### src/rtl/mem_ctrl_seq.sv
// rtl/mem_ctrl_seq.sv - byte-serial memory port responder for IF fetches and MEM loads/stores
// MEM wins arbitration; reads are captured one cycle behind issue and reassembled little-endian.
module mem_ctrl_seq #(
  parameter int RAM_ADDR_WIDTH = 18
) (
  input  logic        clk,
  input  logic        rst,
  input  logic        if_req_i,
  input  logic [31:0] if_addr_i,
  input  logic        if_abort_i,
  output logic [31:0] if_data_o,
  output logic        if_done_o,
  input  logic        mem_req_i,
  input  logic        mem_we_i,
  input  logic [1:0]  mem_len_i,
  input  logic [31:0] mem_addr_i,
  input  logic [31:0] mem_wdata_i,
  output logic [31:0] mem_rdata_o,
  output logic        mem_done_o,
  output logic [31:0] ram_addr_o,
  output logic        ram_wr_o,
  output logic [7:0]  ram_dout_o,
  input  logic [7:0]  ram_din_i,
  output logic        busy_o
);

  localparam logic [31:0] ADDR_MASK = (RAM_ADDR_WIDTH >= 32) ? 32'hFFFF_FFFF
                                    : ((32'd1 << RAM_ADDR_WIDTH) - 32'd1);

  typedef enum logic [1:0] {IDLE, ISSUE, DRAIN, DONE} state_t;

  state_t      state;
  logic        owner_mem;
  logic        we;
  logic [2:0]  n;
  logic [1:0]  k;
  logic [1:0]  c;
  logic [31:0] base;
  logic [31:0] wdata;
  logic [31:0] result;

  logic [31:0] acc_addr;
  logic [31:0] acc_wdata;
  logic        acc_we;
  logic [2:0]  acc_n;
  logic        last;
  logic        if_aborted;
  logic [31:0] next_addr;
  logic [31:0] read_mask;
  logic [31:0] final_word;

  assign acc_addr   = mem_req_i ? mem_addr_i : if_addr_i;
  assign acc_wdata  = mem_req_i ? mem_wdata_i : 32'd0;
  assign acc_we     = mem_req_i & mem_we_i;
  assign acc_n      = !mem_req_i ? 3'd4 : (mem_len_i == 2'd0) ? 3'd1
                    : (mem_len_i == 2'd1) ? 3'd2 : 3'd4;
  assign last       = ({1'b0, k} == (n - 3'd1));
  assign if_aborted = if_abort_i & ~owner_mem;
  assign next_addr  = (base + {30'd0, k} + 32'd1) & ADDR_MASK;
  assign read_mask  = (n == 3'd1) ? 32'h0000_00FF : (n == 3'd2) ? 32'h0000_FFFF : 32'hFFFF_FFFF;
  // The final byte is merged combinationally so DONE can present the full word.
  assign final_word = (result | ({24'd0, ram_din_i} << {c, 3'b000})) & read_mask;
  assign busy_o     = (state != IDLE);

  always_ff @(posedge clk) begin
    if (rst) begin
      state       <= IDLE;
      owner_mem   <= 1'b0;
      we          <= 1'b0;
      n           <= 3'd0;
      k           <= 2'd0;
      c           <= 2'd0;
      base        <= 32'd0;
      wdata       <= 32'd0;
      result      <= 32'd0;
      if_data_o   <= 32'd0;
      if_done_o   <= 1'b0;
      mem_rdata_o <= 32'd0;
      mem_done_o  <= 1'b0;
      ram_addr_o  <= 32'd0;
      ram_wr_o    <= 1'b0;
      ram_dout_o  <= 8'd0;
    end else begin
      case (state)
        IDLE: begin
          ram_wr_o <= 1'b0;
          if (mem_req_i || if_req_i) begin
            owner_mem  <= mem_req_i;
            we         <= acc_we;
            n          <= acc_n;
            base       <= acc_addr;
            wdata      <= acc_wdata;
            k          <= 2'd0;
            c          <= 2'd0;
            result     <= 32'd0;
            ram_addr_o <= acc_addr & ADDR_MASK;
            ram_wr_o   <= acc_we;
            ram_dout_o <= acc_wdata[7:0];
            state      <= ISSUE;
          end
        end
        ISSUE: begin
          if (if_aborted) begin
            ram_wr_o <= 1'b0;
            state    <= IDLE;
          end else begin
            if (!we && k != 2'd0) begin
              result[{c, 3'b000} +: 8] <= ram_din_i;
              c <= c + 2'd1;
            end
            if (last) begin
              ram_wr_o <= 1'b0;
              if (we) begin
                mem_done_o <= 1'b1;
                state      <= DONE;
              end else begin
                state <= DRAIN;
              end
            end else begin
              k          <= k + 2'd1;
              ram_addr_o <= next_addr;
              ram_dout_o <= wdata[{k + 2'd1, 3'b000} +: 8];
            end
          end
        end
        DRAIN: begin
          ram_wr_o <= 1'b0;
          if (if_aborted) begin
            state <= IDLE;
          end else begin
            state <= DONE;
            if (owner_mem) begin
              mem_done_o  <= 1'b1;
              mem_rdata_o <= final_word;
            end else begin
              if_done_o <= 1'b1;
              if_data_o <= final_word;
            end
          end
        end
        DONE: begin
          ram_wr_o   <= 1'b0;
          if_done_o  <= 1'b0;
          mem_done_o <= 1'b0;
          state      <= IDLE;
        end
        default: state <= IDLE;
      endcase
    end
  end

endmodule

### config.mk
export PLATFORM = sky130hd
export DESIGN_NAME = mem_ctrl_seq
export DESIGN_NICKNAME = d
export VERILOG_FILES = /design/src/rtl/mem_ctrl_seq.sv
export SDC_FILE = /design/constraint.sdc
export NUM_CORES = 1
export LEC_CHECK = 0
export CAP_MARGIN = 10
export CORE_MARGIN = 8
export CORE_UTILIZATION = 44
export DETAILED_ROUTE_END_ITERATION = 6
export PLACE_DENSITY = 0.82
export SETUP_SLACK_MARGIN = 0.02
export SKIP_LAST_GASP = 1
export SYNTH_ARGS = -nofsm -noshare
export SYNTH_HDL_FRONTEND = slang
export SYNTH_SLANG_ARGS = --single-unit
### constraint.sdc
create_clock -name clk -period 2.2 [get_ports clk]
set_clock_uncertainty 0.2 [all_clocks]
set_input_delay 0.22 -clock clk [delete_from_list [all_inputs] [get_ports clk]]
set_output_delay 0.22 -clock clk [all_outputs]
set_load 0.02 [all_outputs]
## After elaboration in Yosys (flattened, before gate mapping)

Cells that the tools add are included.

| word-level totals | value |
|---|---|
| register bits after elaboration | 200 |
| input port bits | 112 |
| word-level logic and storage cells | 114 |
| output and inout bits | 108 |

| cells by class | value |
|---|---|
| multiplexer cells | 46 |
| shift operators | 4 |
| add/sub/neg operators | 6 |
| reductions and logical operators | 19 |
| bitwise operators | 6 |
| eq/ne operators | 17 |

Operators by type and width:

| kind | count |
|---|---|
| 32-bit two-way mux | 9 |
| 32-bit case mux with 2 select lines | 2 |
| 32-bit bitwise AND | 1 |
| 32-bit bitwise mux | 1 |
| 32-bit bitwise OR | 1 |
| 8-bit by 7-bit variable shift with 32-bit output (first input constant) | 1 |
| 32-bit by 6-bit variable part select with 8-bit output | 1 |
| 8-bit by 7-bit variable part select with 32-bit output | 1 |
| 8-bit by 5-bit left shift with 32-bit output | 1 |
| 8-bit two-way mux | 3 |
| 18-bit by 1-bit adder with 18-bit output (second input constant) | 1 |
| 18-bit by 2-bit adder with 18-bit output | 1 |
| 18-bit two-way mux | 1 |
| 2-bit two-way mux | 9 |
| 2-bit inequality test (second input constant) | 9 |
| 8-bit case mux with 2 select lines | 1 |
| 1-bit two-way mux | 11 |
| 3-bit two-way mux | 3 |
| 3-bit AND reduction | 3 |
| 2-bit case mux with 2 select lines | 2 |
| 2-bit case mux with 4 select lines | 1 |
| 4-bit AND reduction | 2 |
| 2-bit nonzero test | 4 |
| 5-bit negation with 7-bit output | 1 |
| other kinds (20) | 28 |

## Logic depth before layout (Yosys ltp)

Gate-level depths: netlist (run 1).

| logic depth | value |
|---|---|
| word-level depth | 6 |
| gate-level depth with buffers | 9 |
| gate-level depth less buffers | 8 |

## Least setup slack after synthesis (run 1)

Ideal clock, no wire load.

| timing | value |
|---|---|
| path kind | reg-to-reg |
| start point | reg k[0] |
| end point | reg ram_addr_o[16] |
| period minus slack after synthesis | 2381 ps |
| arrival time | 2086 ps |
| buffers on the path | 1 |
| stages on the path, launching flop included | 10 |
| slack | -181 ps |
| library setup time | 95 ps |
| required time | 1905 ps |
| path through | dfxtp_1 -> buf_4 -> inv_1 -> ha_1 -> fa_1 -> and3b_1 -> nand2_1 -> nor4_2 -> xnor2_1 -> a221oi_1 |

| between the ends | value |
|---|---|
| cells in the longest elaborated chain, start to end | 5 |
| elaborated cells between the ends (all ways) | 8 |
| classes of those cells | 2 x add/sub; 2 x eq/ne; 3 x mux; 1 x reduce/logical |

RTL lines:

| element | line | text |
|---|---|---|
| from (decl) | 36 | `logic [1:0] k;` |
| from (signal assigned) | 120 | `k <= k + 2'd1;` |
| 18-bit by 2-bit adder with 18-bit output | 59 | `assign next_addr = (base + {30'd0, k} + 32'd1) & ADDR_MASK;` |
| 18-bit by 1-bit adder with 18-bit output | 59 |  |
| 32-bit two-way mux | 111 | `if (last) begin` |
| 32-bit two-way mux | 103 | `if (if_aborted) begin` |
| 32-bit case mux with 2 select lines | 84 | `case (state)` |
| to (signal assigned) | 96 | `ram_addr_o <= acc_addr & ADDR_MASK;` |
| to (signal assigned) | 121 | `ram_addr_o <= next_addr;` |
| to (decl) | 20 | `output logic [31:0] ram_addr_o,` |

Several ways; a longest one is shown, not always the timed one. The select of a mux whose other input is x is not followed.
A chain may end at the register's enable or synchronous reset.

## Worst setup path after layout (run 1)

| timing | value |
|---|---|
| start point | reg base[0] |
| end point | reg ram_addr_o[12] |

| between the ends | value |
|---|---|
| cells in the longest elaborated chain, start to end | 5 |

RTL lines:

| element | line | text |
|---|---|---|
| from (decl) | 38 | `logic [31:0] base;` |
| from (signal assigned) | 91 | `base <= acc_addr;` |
| 18-bit by 2-bit adder with 18-bit output | 59 |  |
| 18-bit by 1-bit adder with 18-bit output | 59 |  |
| 32-bit two-way mux | 111 |  |
| 32-bit two-way mux | 103 |  |
| 32-bit case mux with 2 select lines | 84 |  |

No other way between the ends. The select of a mux whose other input is x is not followed.

==> Flow_metrics.wiki, run 1 <==
{| class="wikitable"
! Metric !! Value
|-
| Setup slack on the worst flop-to-flop path || -0.003 ns
|-
| Max H-tree Level || 4
|-
| Critical path startpoint || base[0]
|-
| Yosys top cell area share || 45.01%
|-
| Actual transition at the worst max-transition pin || ~0.68 ns
|-
| Pin count of the biggest net entering global routing || roughly 90
|-
| Final setup viols || 1
|-
| Setup slack of the critical path after layout || -0.002565 ns
|-
| Syn. warnings || 0
|-
| Avg Inst Size Synth || ~8.3 um2
|-
| Most frequently used flop master after synthesis || dfxtp_1
|-
| Total vias in the final route || between 7000 and 8000
|-
| FP Rows || 50
|-
| Largest fanout on the critical path || 3
|-
| First-pass DRT Iterations || 5
|-
| Crit start category || register
|-
| Placeable Area || approximately 19000 um2
|-
| CTS tree || yes
|-
| Areal power density over the cells || about 720 nW/um2
|-
| Failing checks || negative setup slack
|-
| Register area share after synthesis || 45.01%
|-
| Instance area after placement || around 10000 um2
|-
| Routed Wire Length || about 24 mm
|-
| Die height || about 150 um
|-
| Largest family of logic cells by synthesized area || simple AND/OR/NAND/NOR gates
|-
| Width of the die || approximately 150 um
|-
| Remaining global-route overflow || 0
|-
| Type of element capturing the critical path || register
|-
| Basic-gate share of the synthesized area counting and, or, nand and nor cells || between 20% and 30%
|-
| Global-route wire length before repair || around 39 mm
|-
| Xor and xnor fraction of the mapped netlist area || 1.800%
|-
| Status || finished, violations left
|-
| Critical path data arrival time || ~2.4 ns
|-
| Post-route design area || 11400 um2
|-
| Average wire per standard cell || 16.78 um
|-
| Worst reg2reg path depth || 8
|-
| Sinks on the clock net || 186
|-
| Initial antenna violation count || 1
|-
| LEAKAGE || approximately 4.1 nW
|-
| Netlist cell types || 61
|-
| Most frequent cells in the layout || 182 x dfxtp_1, 174 x clkdlybuf4s50_1, 171 x nand2_1, 138 x a21oi_1, 117 x nor2_1
|-
| Period Utilization, post-route || 100.1%
|-
| Worst Hold End || n[2]
|-
| Number of synthesized flops with an enable pin || 0
|-
| Instance count of the mapped netlist || ~1000
|-
| Fraction of final layout cells with drive strength greater than 1 || 13.53%
|-
| Detailed-route vias per instance || 5.447
|-
| WHS Path Cells || 5
|-
| Slew Viols, Final || 0
|-
| Total I/O pin count || 220
|-
| Placement-stage worst setup slack || -0.1024 ns
|-
| Area added between synthesis and finish || 37.83%
|-
| Achievable Freq || between 400 and 500 MHz
|-
| Initial core utilization || 44.53%
|-
| Clk pin slew, worst setup/hold paths || ~0.07 ns
|-
| Synthesized cell area || just over 8000 um2
|-
| Most frequent standard cell in the layout excluding fill and tap cells || dfxtp_1
|-
| RR Endpoint || ram_addr_o[12]
|-
| Sum of negative setup slack || -0.002565 ns
|-
| Violation count after the first detailed-route iteration || between 500 and 600
|-
| Worst min-delay path category || in2reg
|-
| CTS Root Cell || clkbuf_16
|-
| Final Hold Fails || 0
|-
| Post-synthesis adder-cell area fraction || under 10%
|-
| Number of buffers added by the clock tree synthesis step || 17
|-
| Final layout net count || approximately 1300
|-
| Deepest clock path buffer count || 2
|-
| Fraction of registers with async set or reset after synthesis || 0%
|-
| Mux contribution to synthesized area || 4.235%
|-
| Clock network latency to the later pin of the worst-skew pair || ~0.43 ns
|-
| Cell types occupying the most area after synthesis || dfxtp_1 45%, a21oi_1 8.5%, nand2_1 7.8%, nor2_1 5.5%, a22oi_1 3.0%
|-
| Final ANT Viol Nets || 0
|-
| Max transition margin || around 54%
|-
| RD Place Congestion || 0.8664
|-
| DRC violation count after routing || 0
|-
| DPL Wire Length || 16.72 mm
|-
| Biggest area consumer among synthesized cells || dfxtp_1
|-
| Count of port buffers added during placement || 177
|-
| Die outline area || approximately 23000 um2
|-
| Global router's overall resource usage || between 15 and 20%
|-
| Synthesized-area fraction occupied by ao, oa, aoi and oai cells || 20.08%
|-
| Via count of the first global-routing pass || around 7800
|-
| Category of the most critical setup path || reg2reg
|-
| Startpoint of the most critical register-to-register path || base[0]
|-
| Maximum ir drop on the vdd rail || 0.0006255 V
|-
| Number of synthesized register bits || about 190
|-
| WP data required || 2.36 ns
|-
| Setup repair after global routing missed its margin || true
|-
| Startpoint of the tightest hold check path || mem_req_i
|-
| Number of maximum-capacitance constraint violations || 0
|-
| Min Clock Period, post-route || between 2 and 2.5 ns
|}
## cells by family (layout without fill, tap and decap cells)
group | after synthesis | count (layout)
muxes | 25 | 25
and+or+nand+nor | 391 | 392
DFF | 186 | 186
other | 1 | 15
AOI/OAI and AO/OA | 259 | 259
buffers and inverters | 107 | 293
adders and majority gates | 11 | 11
xor gates and xnor gates | 17 | 17
## area by class of cell
type | instances | area [um2]
Tap cell | 234 | 292.8
Clock inverter | 14 | 190.2
Clock buffer | 18 | 429.2
Fill cell | 1572 | 7178
Sequential cell | 186 | 3731
Antenna cell | 1 | 2.502
Multi-Input combinational cell | 718 | 4270
Timing Repair Buffer | 247 | 2431
Inverter | 14 | 55.05
## cells in the mapped netlist (all sizes together) (2+ instances only)
library cell,number
clkbuf,51
nor2,123
a22oi,33
o21ai,14
a31oi,4
mux2i,17
nand2b,2
buf,42
and2,8
a221oi,4
a311oi,9
o21a,3
o41ai,3
nand2,173
a211oi,31
nor3,9
or2,2
a21oi,141
and3,4
dfxtp,186
ha,10
nand4,14
o2111ai,2
nor2b,7
a31o,2
o211ai,5
nor4,6
nand3,37
xor2,4
o22ai,2
inv,14
mux4,8
xnor2,13
## worst max path at each step
stage	endpoint	cells after the start
2_1_floorplan	ram_addr_o[16]	9
3_3_place_gp	ram_addr_o[16]	8
3_5_place_dp	ram_addr_o[16]	8
4_1_cts	ram_addr_o[16]	8
5_1_grt	ram_addr_o[12]	8
6_report	ram_addr_o[12]	8
## power breakdown
group	total, W	internal, W	switching, W	leakage (nW)
clock network	0.00321	0.00182	0.00139	0.295
logic	0.00138	0.000627	0.000752	2.32
registers	0.00363	0.00351	0.000117	1.52
total	0.00822	0.00596	0.00226	4.13
## critical path: stages, from the launching register on
cell	delay [ns]
dfxtp_1	0.34
inv_1	0.07
ha_4	0.16
fa_2	0.35
nand3b_1	0.20
nor4_2	0.31
xor2_1	0.23
o22ai_1	0.12
a21oi_1	0.16
## sequential cells by signal, indices dropped and copies added, names as in the netlist
| name | cells |
|---|---|
| base | 18 |
| state | 2 |
| k | 2 |
| ram_wr_o | 1 |
| if_data_o | 32 |
| ram_dout_o | 8 |
| owner_mem | 1 |
| n | 3 |
| mem_rdata_o | 32 |
| if_done_o | 1 |
| ram_addr_o | 18 |
| wdata | 32 |
| mem_done_o | 1 |
| we | 1 |
| result | 32 |
| c | 2 |
## what timing repair did
item,4_1_cts,5_1_grt
cloned,1,1
hold endpoints to repair,14,0
endpoints found under the setup margin,80,56
resized for setup,14,27
hold buffers,1,0
setup buffers,5,9
pin swaps,7,16
## per-layer routing
layer	routed length, um	vias to the layer above	track usage [%]
met3	1590	38	5.300
met5	0	-	0
met4	518	0	7.163
met1	9972	3660	23.30
met2	11950	289	34.32
li1	-	3813	-
## through the flow
stage	total power, W	hold WS [ns]	instances	utilization [%]
floorplan	0.004444	0.1683	1010	-
global placement	0.004945	0.2370	1382	56.26
detailed placement	0.004980	0.2434	1382	56.26
CTS	0.008206	0.1728	1421	60.22
global route	0.008519	0.1995	1432	61.37
finish	0.008216	0.1919	1432	61.37
(Power assumes the default switching activity.)
==> run 2: changes to the inputs <==
--- a/config.mk
+++ b/config.mk
@@ -9,7 +9,7 @@
 export CORE_MARGIN = 8
 export CORE_UTILIZATION = 44
 export DETAILED_ROUTE_END_ITERATION = 6
-export PLACE_DENSITY = 0.82
+export PLACE_DENSITY = 0.83
 export SETUP_SLACK_MARGIN = 0.02
 export SKIP_LAST_GASP = 1
 export SYNTH_ARGS = -nofsm -noshare
==> run 2 against run 1 <==
Compared with the run above:
- the flow now finishes without violations
- count of clock-buffer cells in the layout rose by 1
- register-to-register slack gained 0.06 ns
- sequential power barely moved
- first-iteration DRC count rose by 1.1%
- setup slack improved by 0.064 ns
- fmax up 3.0%
- routed wire length fell by 3.0%
==> Flow_metrics.wiki, run 2 (synthesized netlist as in run 1, its figures left out) <==
{| class="wikitable"
! Metric !! Value
|-
| Initial core utilization || 44.53% (unchanged)
|-
| FP Rows || 50 (unchanged)
|-
| Achievable Freq || 467.6 MHz (was 454.0 MHz)
|-
| Maximum ir drop on the vdd rail || 0.0005146 V (was 0.0006255 V)
|-
| Die height || 153.1 um (unchanged)
|-
| Number of cells in the design after placement || 1380 (was 1382)
|-
| Clk pin slew, worst setup/hold paths || 0.07 ns (about the same)
|-
| Max H-tree Level || 4 (unchanged)
|-
| Slew Viols, Final || 0 (unchanged)
|-
| Cell Count, Final, Fillers Out || 1417 (was 1432)
|-
| Total I/O pin count || 220 (unchanged)
|-
| Deepest clock path buffer count || 2 (unchanged)
|-
| Cells traversed along the worst timing path || inv_1 -> ha_4 -> fa_2 -> and3b_2 -> buf_4 -> a31o_2 -> a21oi_2 -> a2111oi_4 -> a31o_2 (was inv_1 -> ha_4 -> fa_2 -> nand3b_1 -> nor4_2 -> xor2_1 -> o22ai_1 -> a21oi_1)
|-
| Crit start category || register (unchanged)
|-
| Worst slack on hold paths || 0.02095 ns (was 0.1919 ns)
|-
| CTS Root Cell || clkbuf_16 (unchanged)
|-
| Period Utilization, post-route || 97.21% (was 100.1%)
|-
| CTS tree || yes (unchanged)
|-
| Die outline area || 23450 um2 (unchanged)
|-
| DRC violation count after routing || 0 (unchanged)
|-
| Relative contribution of the clock network to total power || 37.0% (was 39.1%)
|-
| Switching power || 0.002176 W (was 0.002257 W)
|-
| Most frequent cells in the layout || 182 x dfxtp_1, 174 x clkdlybuf4s50_1, 171 x nand2_1, 139 x a21oi_1, 118 x nor2_1 (was 182 x dfxtp_1, 174 x clkdlybuf4s50_1, 171 x nand2_1, 138 x a21oi_1, 117 x nor2_1)
|-
| Global-route wire length before repair || 37.94 mm (was 38.74 mm)
|-
| Most frequent standard cell in the layout excluding fill and tap cells || dfxtp_1 (unchanged)
|-
| Count of port buffers added during placement || 177 (unchanged)
|-
| Max transition margin || 53.74% (was 54.40%)
|-
| LEAKAGE || 4.023 nW (was 4.128 nW)
|-
| Worst min-delay path category || in2reg (unchanged)
|-
| Placeable Area || 18580 um2 (unchanged)
|-
| DPL Wire Length || 16.36 mm (was 16.72 mm)
|-
| Number of buffers added by the clock tree synthesis step || 17 (unchanged)
|-
| Internal Power || 0.005686 W (was 0.005959 W)
|-
| Remaining global-route overflow || 0 (unchanged)
|-
| Width of the die || 153.1 um (unchanged)
|-
| Final Power || 0.007863 W (was 0.008216 W)
|-
| Instance area after placement || 10450 um2 (about the same)
|-
| Number of maximum-capacitance constraint violations || 0 (unchanged)
|-
| Via count of the first global-routing pass || 7564 (was 7766)
|-
| Final antenna diode count || 0 (was 1)
|-
| Areal power density over the cells || 702.7 nW/um2 (was 720.6 nW/um2)
|-
| Initial antenna violation count || 0 (was 1)
|-
| Post-route design area || 11190 um2 (was 11400 um2)
|-
| Status || finished clean (was finished, violations left)
|-
| Min Clock Period, post-route || 2.139 ns (was 2.203 ns)
|-
| First-pass DRT Iterations || 5 (unchanged)
|-
| Type of element capturing the critical path || register (unchanged)
|-
| Cell repeated most along the worst path || a31o_2
|-
| Number of buffers and inverters on the critical path || 2 (was 1)
|-
| Actual transition at the worst max-transition pin || 0.6932 ns (was 0.6833 ns)
|-
| Total vias in the final route || 7687 (was 7800)
|-
| Largest fanout on the critical path || 3 (unchanged)
|-
| WP data required || 2.31 ns (was 2.36 ns)
|-
| Routed Wire Length || 23.31 mm (was 24.03 mm)
|-
| Critical path data arrival time || 2.25 ns (was 2.36 ns)
|-
| Clock network latency to the later pin of the worst-skew pair || 0.42 ns (was 0.43 ns)
|-
| Violation count after the first detailed-route iteration || 567 (was 561)
|-
| Slowest cell on the critical path || dfxtp_2 (was fa_2)
|-
| Delay of the slowest cell on the worst path || 0.32 ns (was 0.35 ns)
|-
| Category of the most critical setup path || reg2reg (unchanged)
|-
| Number of buffers inserted by hold repair at cts || 0 (was 1)
|-
| Fraction of final layout cells with drive strength greater than 1 || 12.43% (was 13.53%)
|-
| Pin count of the biggest net entering global routing || 102 (was 89)
|-
| Switching share of power || 27.68% (was 27.47%)
|-
| Combinational share of power || 16.9% (was 16.8%)
|-
| Average wire per standard cell || 16.45 um (was 16.78 um)
|-
| Global router's overall resource usage || 19.49% (was 19.88%)
|-
| Final layout net count || 1293 (was 1307)
|-
| Sinks on the clock net || 186 (unchanged)
|-
| Setup repair after global routing missed its margin || true (unchanged)
|-
| Detailed-route vias per instance || 5.425 (was 5.447)
|-
| CP top delay family || compound AO/OA/AOI/OAI gates (was adder cells)
|-
| RD Place Congestion || 0.8241 (was 0.8664)
|-
| Final ANT Viol Nets || 0 (unchanged)
|-
| Final setup viols || 0 (was 1)
|-
| Area added between synthesis and finish || 35.25% (was 37.83%)
|-
| Sum of negative setup slack || 0 ns (was -0.002565 ns)
|-
| Final Hold Fails || 0 (unchanged)
|-
| Reg power frac || 46.1% (was 44.1%)
|}
run 2: cell types whose count changed in the layout (fill, tap and decap cells not counted), sizes merged:
cell / delta
buf: -11
bufinv: -2
clkinv: +2
diode: -1
dlygate4sd3: -1
inv: -1
nand2: -1
run 2: final timing paths:
| path | from | to | slack (ns) | cells after the start |
|---|---|---|---|---|
| worst max-delay path | base[0] | ram_addr_o[6] | 0.06 | 9 |
| worst min-delay path | rst | base[7] | 0.02 | 2 |
| worst max register to register | base[0] | ram_addr_o[6] | 0.06 | 9 |
| worst min register to register | result[19] | result[19] | 0.25 | 2 |
run 2: cell type report:
class	count	area [um2]
Sequential cell	186	3729
Inverter	14	55.05
Multi-Input combinational cell	717	4254
Clock inverter	13	118.9
Tap cell	234	292.8
Timing Repair Buffer	234	2307
Clock buffer	19	432.9
Fill cell	1599	7391
run 2: metrics by stage:
stage          setup slack (ns)  util [%]
2_1_floorplan          -0.03914         -
3_3_place_gp           -0.01713     56.22
3_5_place_dp           -0.06756     56.22
4_1_cts               -0.007315     59.57
5_1_grt                -0.02243     60.22
6_report                0.06141     60.22
run 2: routing by layer:
layer  wire length, um  global-route usage (%)  vias up
met5                 0                       0        -
met4               341                   6.173        0
met3              1615                   5.780       22
met2             11630                   33.17      253
met1              9728                   23.20     3617
li1                  -                       -     3795
run 2: power by group through the flow:
stage	sequential, W	combinational [W]	clock [W]
2_1_floorplan	0.00374	0.000705	0
3_3_place_gp	0.00369	0.00126	0
3_5_place_dp	0.00370	0.00128	0
4_1_cts	0.00362	0.00130	0.00296
5_1_grt	0.00364	0.00144	0.00311
6_report	0.00363	0.00133	0.00291
run 2: timing repair:
item | CTS | global route
endpoints found under the setup margin | 39 | 47
pin swaps | 7 | 8
gates resized for setup | 11 | 22
cloned | 0 | 0
buffers inserted | 4 | 1
